## src/rtl/dmx_pkg.sv

```systemverilog
// Shared widths, slew FSM encoding and read response type for the DMX channel store.
package dmx_pkg;
  localparam int DMX_ADDR_W       = 9;
  localparam int DMX_DATA_W       = 8;
  localparam int DMX_MAX_CHANNELS = 512;

  typedef enum logic [1:0] {
    SLEW_IDLE = 2'd0,
    SLEW_SCAN = 2'd1,
    SLEW_DONE = 2'd2
  } slew_state_e;

  typedef struct packed {
    logic [DMX_ADDR_W-1:0] addr;
    logic [DMX_DATA_W-1:0] data;
  } rd_rsp_t;
endpackage

```

## src/rtl/dmx_slew_step.sv

```systemverilog
// Next level of one channel: move current toward target by at most step, never past it.
module dmx_slew_step
  import dmx_pkg::*;
(
  input  logic [DMX_DATA_W-1:0] current,
  input  logic [DMX_DATA_W-1:0] target,
  input  logic [DMX_DATA_W-1:0] step,
  output logic [DMX_DATA_W-1:0] level_next
);
  logic [DMX_DATA_W:0] diff;

  always_comb begin
    diff       = '0;
    level_next = current;
    if (target > current) begin
      diff = {1'b0, target} - {1'b0, current};
      level_next = (diff > {1'b0, step}) ? current + step : target;
    end else if (current > target) begin
      diff = {1'b0, current} - {1'b0, target};
      level_next = (diff > {1'b0, step}) ? current - step : target;
    end
  end
endmodule

```

## src/rtl/dmx_channel_store.sv

```systemverilog
// Per-channel level store feeding the DMX512 writer; optional per-packet slew (DMX_SLEW_EN).
module dmx_channel_store
  import dmx_pkg::*;
#(
  parameter int                  NUM_CHANNELS = 6,
  parameter logic [DMX_DATA_W-1:0] SLEW_STEP  = 8'd4
) (
  input  logic                  clk,
  input  logic                  reset,
  input  logic                  wr_en,
  input  logic [DMX_ADDR_W-1:0] wr_addr,
  input  logic [DMX_DATA_W-1:0] wr_data,
  input  logic                  frame_tick,
  input  logic                  request_pulse,
  input  logic [DMX_ADDR_W-1:0] request_addr,
  output logic [DMX_ADDR_W-1:0] addr,
  output logic [DMX_DATA_W-1:0] data,
  output logic                  data_valid,
  output logic                  busy,
  output logic                  overrun
);
  logic [NUM_CHANNELS-1:0][DMX_DATA_W-1:0] cur;
  logic [DMX_DATA_W-1:0]                   rd_val;
  rd_rsp_t                                 rsp;

  // Address decode by compare keeps out-of-range addresses reading as 0.
  always_comb begin
    rd_val = '0;
    for (int i = 0; i < NUM_CHANNELS; i++)
      if (request_addr == DMX_ADDR_W'(i + 1)) rd_val = cur[i];
  end

  always_ff @(posedge clk) begin
    if (reset) begin
      rsp        <= '0;
      data_valid <= 1'b0;
    end else begin
      data_valid <= request_pulse;
      if (request_pulse) rsp <= '{addr: request_addr, data: rd_val};
    end
  end

  assign addr = rsp.addr;
  assign data = rsp.data;

`ifdef DMX_SLEW_EN
  logic [NUM_CHANNELS-1:0][DMX_DATA_W-1:0] tgt;
  slew_state_e                             state, state_nxt;
  logic [DMX_ADDR_W-1:0]                   idx;
  logic                                    scan_en;
  logic [DMX_DATA_W-1:0]                   cur_sel, tgt_sel, step_out;

  always_ff @(posedge clk) begin
    if (reset) state <= SLEW_IDLE;
    else       state <= state_nxt;
  end

  always_comb begin
    state_nxt = state;
    case (state)
      SLEW_IDLE: if (frame_tick) state_nxt = SLEW_SCAN;
      SLEW_SCAN: if (idx == DMX_ADDR_W'(NUM_CHANNELS)) state_nxt = SLEW_DONE;
      SLEW_DONE: state_nxt = SLEW_IDLE;
      default:   state_nxt = SLEW_IDLE;
    endcase
  end

  always_comb begin
    busy    = (state != SLEW_IDLE);
    scan_en = (state == SLEW_SCAN);
  end

  always_ff @(posedge clk) begin
    if (reset) begin
      idx     <= '0;
      overrun <= 1'b0;
    end else begin
      if (state == SLEW_IDLE && frame_tick) idx <= DMX_ADDR_W'(1);
      else if (scan_en)                     idx <= idx + 1'b1;
      if (frame_tick && busy) overrun <= 1'b1;
    end
  end

  always_comb begin
    cur_sel = '0;
    tgt_sel = '0;
    for (int i = 0; i < NUM_CHANNELS; i++)
      if (idx == DMX_ADDR_W'(i + 1)) begin
        cur_sel = cur[i];
        tgt_sel = tgt[i];
      end
  end

  dmx_slew_step u_step (
    .current    (cur_sel),
    .target     (tgt_sel),
    .step       (SLEW_STEP),
    .level_next (step_out)
  );

  // The scan step samples tgt before this edge, so a same-cycle write lands on the next pass.
  always_ff @(posedge clk) begin
    if (reset) begin
      tgt <= '0;
      cur <= '0;
    end else begin
      for (int i = 0; i < NUM_CHANNELS; i++) begin
        if (wr_en && wr_addr == DMX_ADDR_W'(i + 1)) tgt[i] <= wr_data;
        if (scan_en && idx == DMX_ADDR_W'(i + 1))   cur[i] <= step_out;
      end
    end
  end
`else
  logic                  unused_tick;
  logic [DMX_DATA_W-1:0] unused_step;
  assign unused_tick = frame_tick;
  assign unused_step = SLEW_STEP;
  assign busy        = 1'b0;
  assign overrun     = 1'b0;

  always_ff @(posedge clk) begin
    if (reset) cur <= '0;
    else
      for (int i = 0; i < NUM_CHANNELS; i++)
        if (wr_en && wr_addr == DMX_ADDR_W'(i + 1)) cur[i] <= wr_data;
  end
`endif
endmodule

```

## config.mk

```make
export PLATFORM = sky130hd
export DESIGN_NAME = dmx_channel_store
export DESIGN_NICKNAME = d
export VERILOG_FILES = /design/src/rtl/dmx_pkg.sv /design/src/rtl/dmx_slew_step.sv /design/src/rtl/dmx_channel_store.sv
export SDC_FILE = /design/constraint.sdc
export NUM_CORES = 1
export LEC_CHECK = 0
export BUFFER_PORTS_ARGS = -buffer_cell sky130_fd_sc_hd__buf_4
export CORE_MARGIN = 1.5
export CORE_UTILIZATION = 46
export CTS_CLUSTER_DIAMETER = 120
export CTS_CLUSTER_SIZE = 14
export DETAILED_ROUTE_END_ITERATION = 8
export GPL_TIMING_DRIVEN = 0
export PLACE_DENSITY = 0.76
export SLEW_MARGIN = 10
export SYNTH_ARGS = -nofsm -noshare
export SYNTH_HDL_FRONTEND = slang
export SYNTH_SLANG_ARGS = --single-unit
```

## constraint.sdc

```tcl
create_clock -name clk -period 1.6 [get_ports clk]
set_input_delay 0 -clock clk [delete_from_list [all_inputs] [get_ports clk]]
set_output_delay 0 -clock clk [all_outputs]
set_load 0.02 [all_outputs]
```

* Word level (Yosys, flattened, before mapping)
Cells that the tools add are included.
Word-level totals: output and inout bits 20, input bits 31, register bits 66, logic and storage cells 33
Operators by class: muxes and demuxes 6, reduce and logical (&&, ||, !) cells 6, equality and inequality tests 12
Operators by type and width (number):
- $eq 9x3->1 const B | 6
- $mux 8 | 6
- $eq 9x2->1 const B | 4
- $eq 9x1->1 const B | 2
- $logic_and 1x1->1 | 6

* Depth between registers and ports, before layout
Gate-level depths: netlist of the first run.
word-level depth 7, mapped depth 7, mapped depth without buffers 5

* Worst setup path after synthesis of the first run
No wires, ideal clock.
path type input port to flip-flop, start point input port wr_addr[7], end point register cur[47] (netlist bit), cell stages on the path 5, data required time 1472 ps, library setup time 128 ps, data arrival time 1449 ps, path buffers 1, setup slack 23 ps, cells stage by stage or4b_4 or4_1 buf_2 mux2i_1 nor2_1
On the way: longest elaborated chain between the ends 2
Ends and longest elaborated chain:
- from (decl) | RTL line dmx_channel_store.sv:11 | input logic [DMX_ADDR_W-1:0] wr_addr,
- $eq 9x3->1 | RTL line dmx_channel_store.sv:125 | if (wr_en && wr_addr == DMX_ADDR_W'(i + 1)) cur[i] <= wr_data;
- $logic_and 1x1->1 | RTL line dmx_channel_store.sv:125
- to (signal, indexed assignment) | RTL line dmx_channel_store.sv:125
- to (decl) | RTL line dmx_channel_store.sv:22 | logic [NUM_CHANNELS-1:0][DMX_DATA_W-1:0] cur;
Every way passes these cells. A chain may end at the register's enable or synchronous reset.

* Worst setup path after layout of the first run
start point input port wr_addr[7], end point register cur[29] (netlist bit)
The elaborated chain is that of the path after synthesis.

==> results of run 1 <==
-- placed cells by master, fill, tap and decap left out, types with 5 or more instances in the layout --
master | netlist | final
sky130_fd_sc_hd__inv_1 | 5 | 5
sky130_fd_sc_hd__mux2_2 | 6 | 6
sky130_fd_sc_hd__clkbuf_8 | 0 | 14
sky130_fd_sc_hd__mux2i_1 | 59 | 59
sky130_fd_sc_hd__clkbuf_1 | 14 | 15
sky130_fd_sc_hd__buf_4 | 3 | 44
sky130_fd_sc_hd__nor2_1 | 74 | 74
sky130_fd_sc_hd__nand3b_1 | 5 | 5
sky130_fd_sc_hd__dlygate4sd3_1 | 0 | 14
sky130_fd_sc_hd__dfxtp_1 | 66 | 66
sky130_fd_sc_hd__nor3_1 | 7 | 7
-- registers in the layout (all words and copies together) (netlist names) --
| signal | count |
|---|---|
| addr | 9 |
| data_valid | 1 |
| data | 8 |
| cur | 48 |
-- logic make-up (layout without fill, tap and decap cells) --
kind of cell | after synthesis | after routing | share of synthesized area (%)
AND/OR/NAND/NOR | 114 | 114 | 19.5
flip-flops | 66 | 66 | 45.6
multiplexers | 65 | 65 | 22.7
AO/OA/AOI/OAI | 28 | 28 | 8.11
buffers and inverters | 27 | 98 | 4.01
other | 1 | 2 | 0.129
-- layer usage --
| metal | share of wire, % | track usage (%) |
|---|---|---|
| met5 | 0 | 0 |
| met4 | 1.9 | 10.2 |
| met3 | 5.4 | 7.36 |
| met2 | 48 | 37.7 |
| met1 | 45 | 28.9 |
-- timing repair --
item | 4_1_cts | 5_1_grt
gates resized for setup | 0 | 3
hold buffers | 14 | 0
hold endpoints to repair | 54 | 0
setup endpoints to repair | 0 | 11
-- power by group --
group / internal, uW / leakage (uW) / total [uW] / switching [uW]
clock: 773 / 0.000106 / 1380 / 609
combinational: 142 / 0.000949 / 332 / 190
sequential: 1660 / 0.000534 / 1670 / 10.0
-- final cells by class --
class	instances	area share, %
Buffer	22	2.67
Clock buffer	15	5.37
Clock inverter	1	0.137
Inverter	5	0.513
Multi-Input combinational cell	209	40.3
Sequential cell	66	36.1
Tap cell	75	2.57
Timing Repair Buffer	55	12.3
-- per-stage QoR --
stage                     power, uW  setup WS (ps)
after floorplan                1870           22.7
after global placement         2000           -311
after detailed placement       2010           -354
after CTS                      3410           14.9
after global routing           3520           3.18
final                          3390            118
-- worst register-to-register path, cell delays in order (launching register included) --
cell and delay [ps]:
sky130_fd_sc_hd__dfxtp_1 330, sky130_fd_sc_hd__mux2_2 150, sky130_fd_sc_hd__a221oi_1 80, sky130_fd_sc_hd__a2111o_1 420
sky130_fd_sc_hd__a2111oi_1 380
-- worst paths after layout --
path,slack [ps],startpoint,cells after the start,end
setup / recovery,120,wr_addr[7],5,cur[29]
hold / removal,70,request_pulse,3,data[7]
setup reg to reg,120,cur[7],4,data[7]
hold reg to reg,490,data[6],2,data[6]
==> results.cfg, run 1 <==
[sta]
max_clk_rate_mhz = 675
timing.final.setup_violations = 0
setup-tns-final_ps = 0
timing.slew.headroom_pct = 43.0
worst-slew-pin-transition_ps = 848
min_period_over_period_pct = 92.6
finalMaxSlewViolations = 0
finalCriticalPeriod_ps = 1480
fin_worst_skew_ps = 6.85
grt_setup_unrepaired = no
finalHoldViolCount = 0
timing.hold.ws_ps = 70.9

[clocking]
cts.path.max_buffers = 2
clkLatencyLatePin_ps = 350
ctsHtreeMaxLevel = 3
clock-root-buffer = sky130_fd_sc_hd__clkbuf_8
tritoncts = yes
cts_setup_buffers = 0
cts_made_buffers = 9
clock_sinks = 66
clk_transition_reported_paths_ps = 70

[critical_path]
path_cells = buf_4 -> or4b_4 -> nor4_4 -> mux2i_1 -> nor2_1
crit_buf_inv = 1
crit_type = in -> reg
cp_data_arrival_time_ps = 1700
worst_setup_path_end_kind = register
cp_data_required_time_ps = 1820
critical-path-top-delay-family = simple AND/OR/NAND/NOR gates
timing.critical_path.slowest_stage_cell = sky130_fd_sc_hd__nor4_4
critical_path_peak_fanout = 8
slowest_delay_ps = 660
setup.worst_path.start_class = input pin

[global_route]
grt_pass1_wl_um = 11400
antenna_violations_before_repair = 0
gr-usage-all-layers_pct = 23.5
grt_overflow = 0
grt_start_max_net_pins = 11
grt_pass1_vias = 2357

[finish]
syn2layout_area_growth_pct = 26.1
layout.nets = 399
final_standard_cell_count_with_taps_included_and_fillers_excluded = 448
final_util_pct = 61.0
multi_input_comb_area_um2 = 1480
layout.area.seq_um2 = 1320
post_route_cells_drive_above_1_share_pct = 19.8
number_of_fill_cells = 527
stdcell_area_um2 = 3660
insertedDiodeCount = 0

[synth]
yosys_most_used_dff = sky130_fd_sc_hd__dfxtp_1
synth_top_cells_by_area = sky130_fd_sc_hd__dfxtp_1 (46%), sky130_fd_sc_hd__mux2i_1 (20%), sky130_fd_sc_hd__nor2_1 (9.6%)
yosys_register_bits = 66
yosysSeqAreaShare_pct = 45.6
synth_largest_area_cell = sky130_fd_sc_hd__dfxtp_1
mappedNetlistArea_um2 = 2900
syn-mean-instance-area_um2 = 9.63
synth_enable_flop_cells = 0
post_synth_arst_share_pct = 0
synth.yosys.warnings = 0
yosys-top-cells-count = sky130_fd_sc_hd__nor2_1 (74), sky130_fd_sc_hd__dfxtp_1 (66), sky130_fd_sc_hd__mux2i_1 (59)
synth_cell_type_count = 40
synth_most_common_cell = sky130_fd_sc_hd__nor2_1
synth_top_area_share_pct = 45.6
netlist_instances = 301

[drt]
routed_wire_length_per_instance_um = 16.2
drt_first_iter_violations = 134
wl_um = 7250
drt_drc_violations_left = 0
vias = 2448
viasPerCell = 5.46
count_of_nets_left_with_antenna_violations_after_detail_routing = 0
first_pass_detailed_route_iteration_total = 4

[place]
post-dp-hpwl_um = 5100
placedInstanceArea_um2 = 3300
dp_cells = 418
gp_weighted_congestion = 0.878
io_buffers = 41

[die]
placement_rows = 28
io-pin-count = 51
floorplan.initialDensity_pct = 48.4
die_area_um2 = 6790
core_area_um2 = 5990
die_x_um = 82.4
die_height_um = 82.4

[pwr]
max-vdd-ir-drop_v = 0.000723
power.leakage_uw = 0.00159
power_density_nw_per_um2 = 926

[status]
run_status = completed

[min_path]
hp-class = in -> reg

[run]
max-cap-violations = 0
(Power assumes the default switching activity.)
==> run 2: changes to the inputs <==
Settings changed: CTS_CLUSTER_SIZE 14 to 8, PLACE_DENSITY 0.76 to 0.74.
Clock period 1.6 ns to 1.8 ns, I/O delays scaled along.
==> results.cfg, run 2 (synthesis results as in run 1) <==
[status]
run_status = completed

[sta]
timing.final.setup_violations = 0
finalHoldViolCount = 0
fin_worst_skew_ps = 8.94
timing.slew.headroom_pct = 39.1
finalCriticalPeriod_ps = 1740
max_clk_rate_mhz = 573
timing.hold.ws_ps = 85.5
min_period_over_period_pct = 96.9
grt_setup_unrepaired = no
finalMaxSlewViolations = 0
worst-slew-pin-transition_ps = 906

[critical_path]
worstRegToRegCells = 4
cp_data_arrival_time_ps = 2000
path_cells = dlygate4sd3_1 -> buf_4 -> nor2_1 -> nand2_2 -> or4_1 -> a2111oi_2
timing.critical_path.slowest_stage_cell = sky130_fd_sc_hd__or4_1
slowest_delay_ps = 610
crit_buf_inv = 2
worst_setup_path_end_kind = register
critical-path-top-delay-family = simple AND/OR/NAND/NOR gates
crit_type = in -> reg
critical_path_peak_fanout = 10
worstSetupPathDepth = 6
cp_data_required_time_ps = 2060
setup.worst_path.start_class = input pin

[drt]
drt_first_iter_violations = 149
vias = 2451
drt_drc_violations_left = 0
routed_wire_length_per_instance_um = 16.2
count_of_nets_left_with_antenna_violations_after_detail_routing = 0
first_pass_detailed_route_iteration_total = 4
wl_um = 7240
viasPerCell = 5.47

[pwr]
intPower_uw = 2420
power.switching_uw = 766
netSwitchingFraction_pct = 24.0
power.leakage_uw = 0.00160
max-vdd-ir-drop_v = 0.000657
comb_power_share_pct = 9.2
seqPwrFrac_pct = 46.6
share_clk_of_total_power_pct = 44.2
power_density_nw_per_um2 = 867

[clocking]
cts_setup_buffers = 0
clock-root-buffer = sky130_fd_sc_hd__clkbuf_8
cts_made_buffers = 9
clkLatencyLatePin_ps = 350
clk_transition_reported_paths_ps = 80
tritoncts = yes
ctsHtreeMaxLevel = 3
cts.path.max_buffers = 2
clock_sinks = 66

[global_route]
grt_start_max_net_pins = 13
gr-usage-all-layers_pct = 22.3
grt_pass1_wl_um = 10900
grt_overflow = 0
antenna_violations_before_repair = 0
grt_pass1_vias = 2178

[die]
floorplan.initialDensity_pct = 48.4
die_area_um2 = 6790
placement_rows = 28
core_area_um2 = 5990
io-pin-count = 51
die_height_um = 82.4
die_x_um = 82.4

[place]
gp_weighted_congestion = 0.830
post-dp-hpwl_um = 4980
dp_cells = 418
io_buffers = 41

[finish]
post_route_cells_drive_above_1_share_pct = 19.8
final_util_pct = 61.3
max_flop_register = cur
final_standard_cell_count_with_taps_included_and_fillers_excluded = 448
insertedDiodeCount = 0
most_frequent_standard_cell_in_the_layout_excluding_fill_and_tap_cells = sky130_fd_sc_hd__nor2_1
flip_flop_count_of_the_largest_register_all_copies_and_words_added = 48
layout.nets = 399
syn2layout_area_growth_pct = 26.8
mostFrequentLayoutCells = sky130_fd_sc_hd__nor2_1 (74), sky130_fd_sc_hd__dfxtp_1 (66), sky130_fd_sc_hd__mux2i_1 (59)

[min_path]
hp-class = in -> reg
hold-path-cell-count = 3

[run]
max-cap-violations = 0
-- run 2: tightest hold or removal path: stages --
cell and delay, ps:
sky130_fd_sc_hd__clkbuf_1 180, sky130_fd_sc_hd__nand2b_1 140, sky130_fd_sc_hd__inv_1 70
-- run 2: final cells by class --
cell class	count	area, um2
Multi-Input combinational cell	209	1470
Clock buffer	10	138
Sequential cell	66	1320
Timing Repair Buffer	55	448
Fill cell	516	2320
Buffer	22	97.6
Tap cell	75	93.8
Inverter	5	18.8
Clock inverter	6	90.1
-- run 2: layer usage --
| metal | vias to the layer above | track usage, % | part of all wire (%) |
|---|---|---|---|
| met4 | 0 | 6.44 | 1.5 |
| li1 | 1195 | - | - |
| met1 | 1155 | 29.5 | 45 |
| met3 | 10 | 6.59 | 7.2 |
| met2 | 91 | 35.2 | 46 |
| met5 | - | 0 | 0 |
-- run 2: power groups by stage --
stage | Clock (uW) | Sequential (uW) | Combinational (uW)
floorplan | 0 | 1540 | 126
global placement | 0 | 1520 | 264
detailed placement | 0 | 1520 | 268
CTS | 1420 | 1480 | 293
global route | 1500 | 1480 | 315
finish | 1410 | 1480 | 293
-- run 2: worst paths after layout --
kind | slack (ps) | from | end
worst max-delay path | 60 | request_addr[3] | data[5]
worst min-delay path | 90 | request_pulse | data_valid
worst max register to register | 270 | cur[23] | data[7]
worst min register to register | 490 | data[6] | data[6]
-- run 2: timing repair --
| item | in CTS | in global routing |
|---|---|---|
| hold buffers | 14 | 0 |
| endpoints found under the setup margin | 0 | 1 |
| resized for setup | 0 | 1 |
| endpoints found under the hold margin | 54 | 0 |
-- run 2: stage by stage --
step	setup slack, ps	TNS, ps	power [uW]	instance area, um2
after floorplan	223	0	1660	2900
after global placement	-139	-1890	1780	3300
after detailed placement	-153	-2000	1790	3300
after CTS	27.2	0	3200	3670
after global routing	2.41	0	3300	3670
final	55.1	0	3190	3670
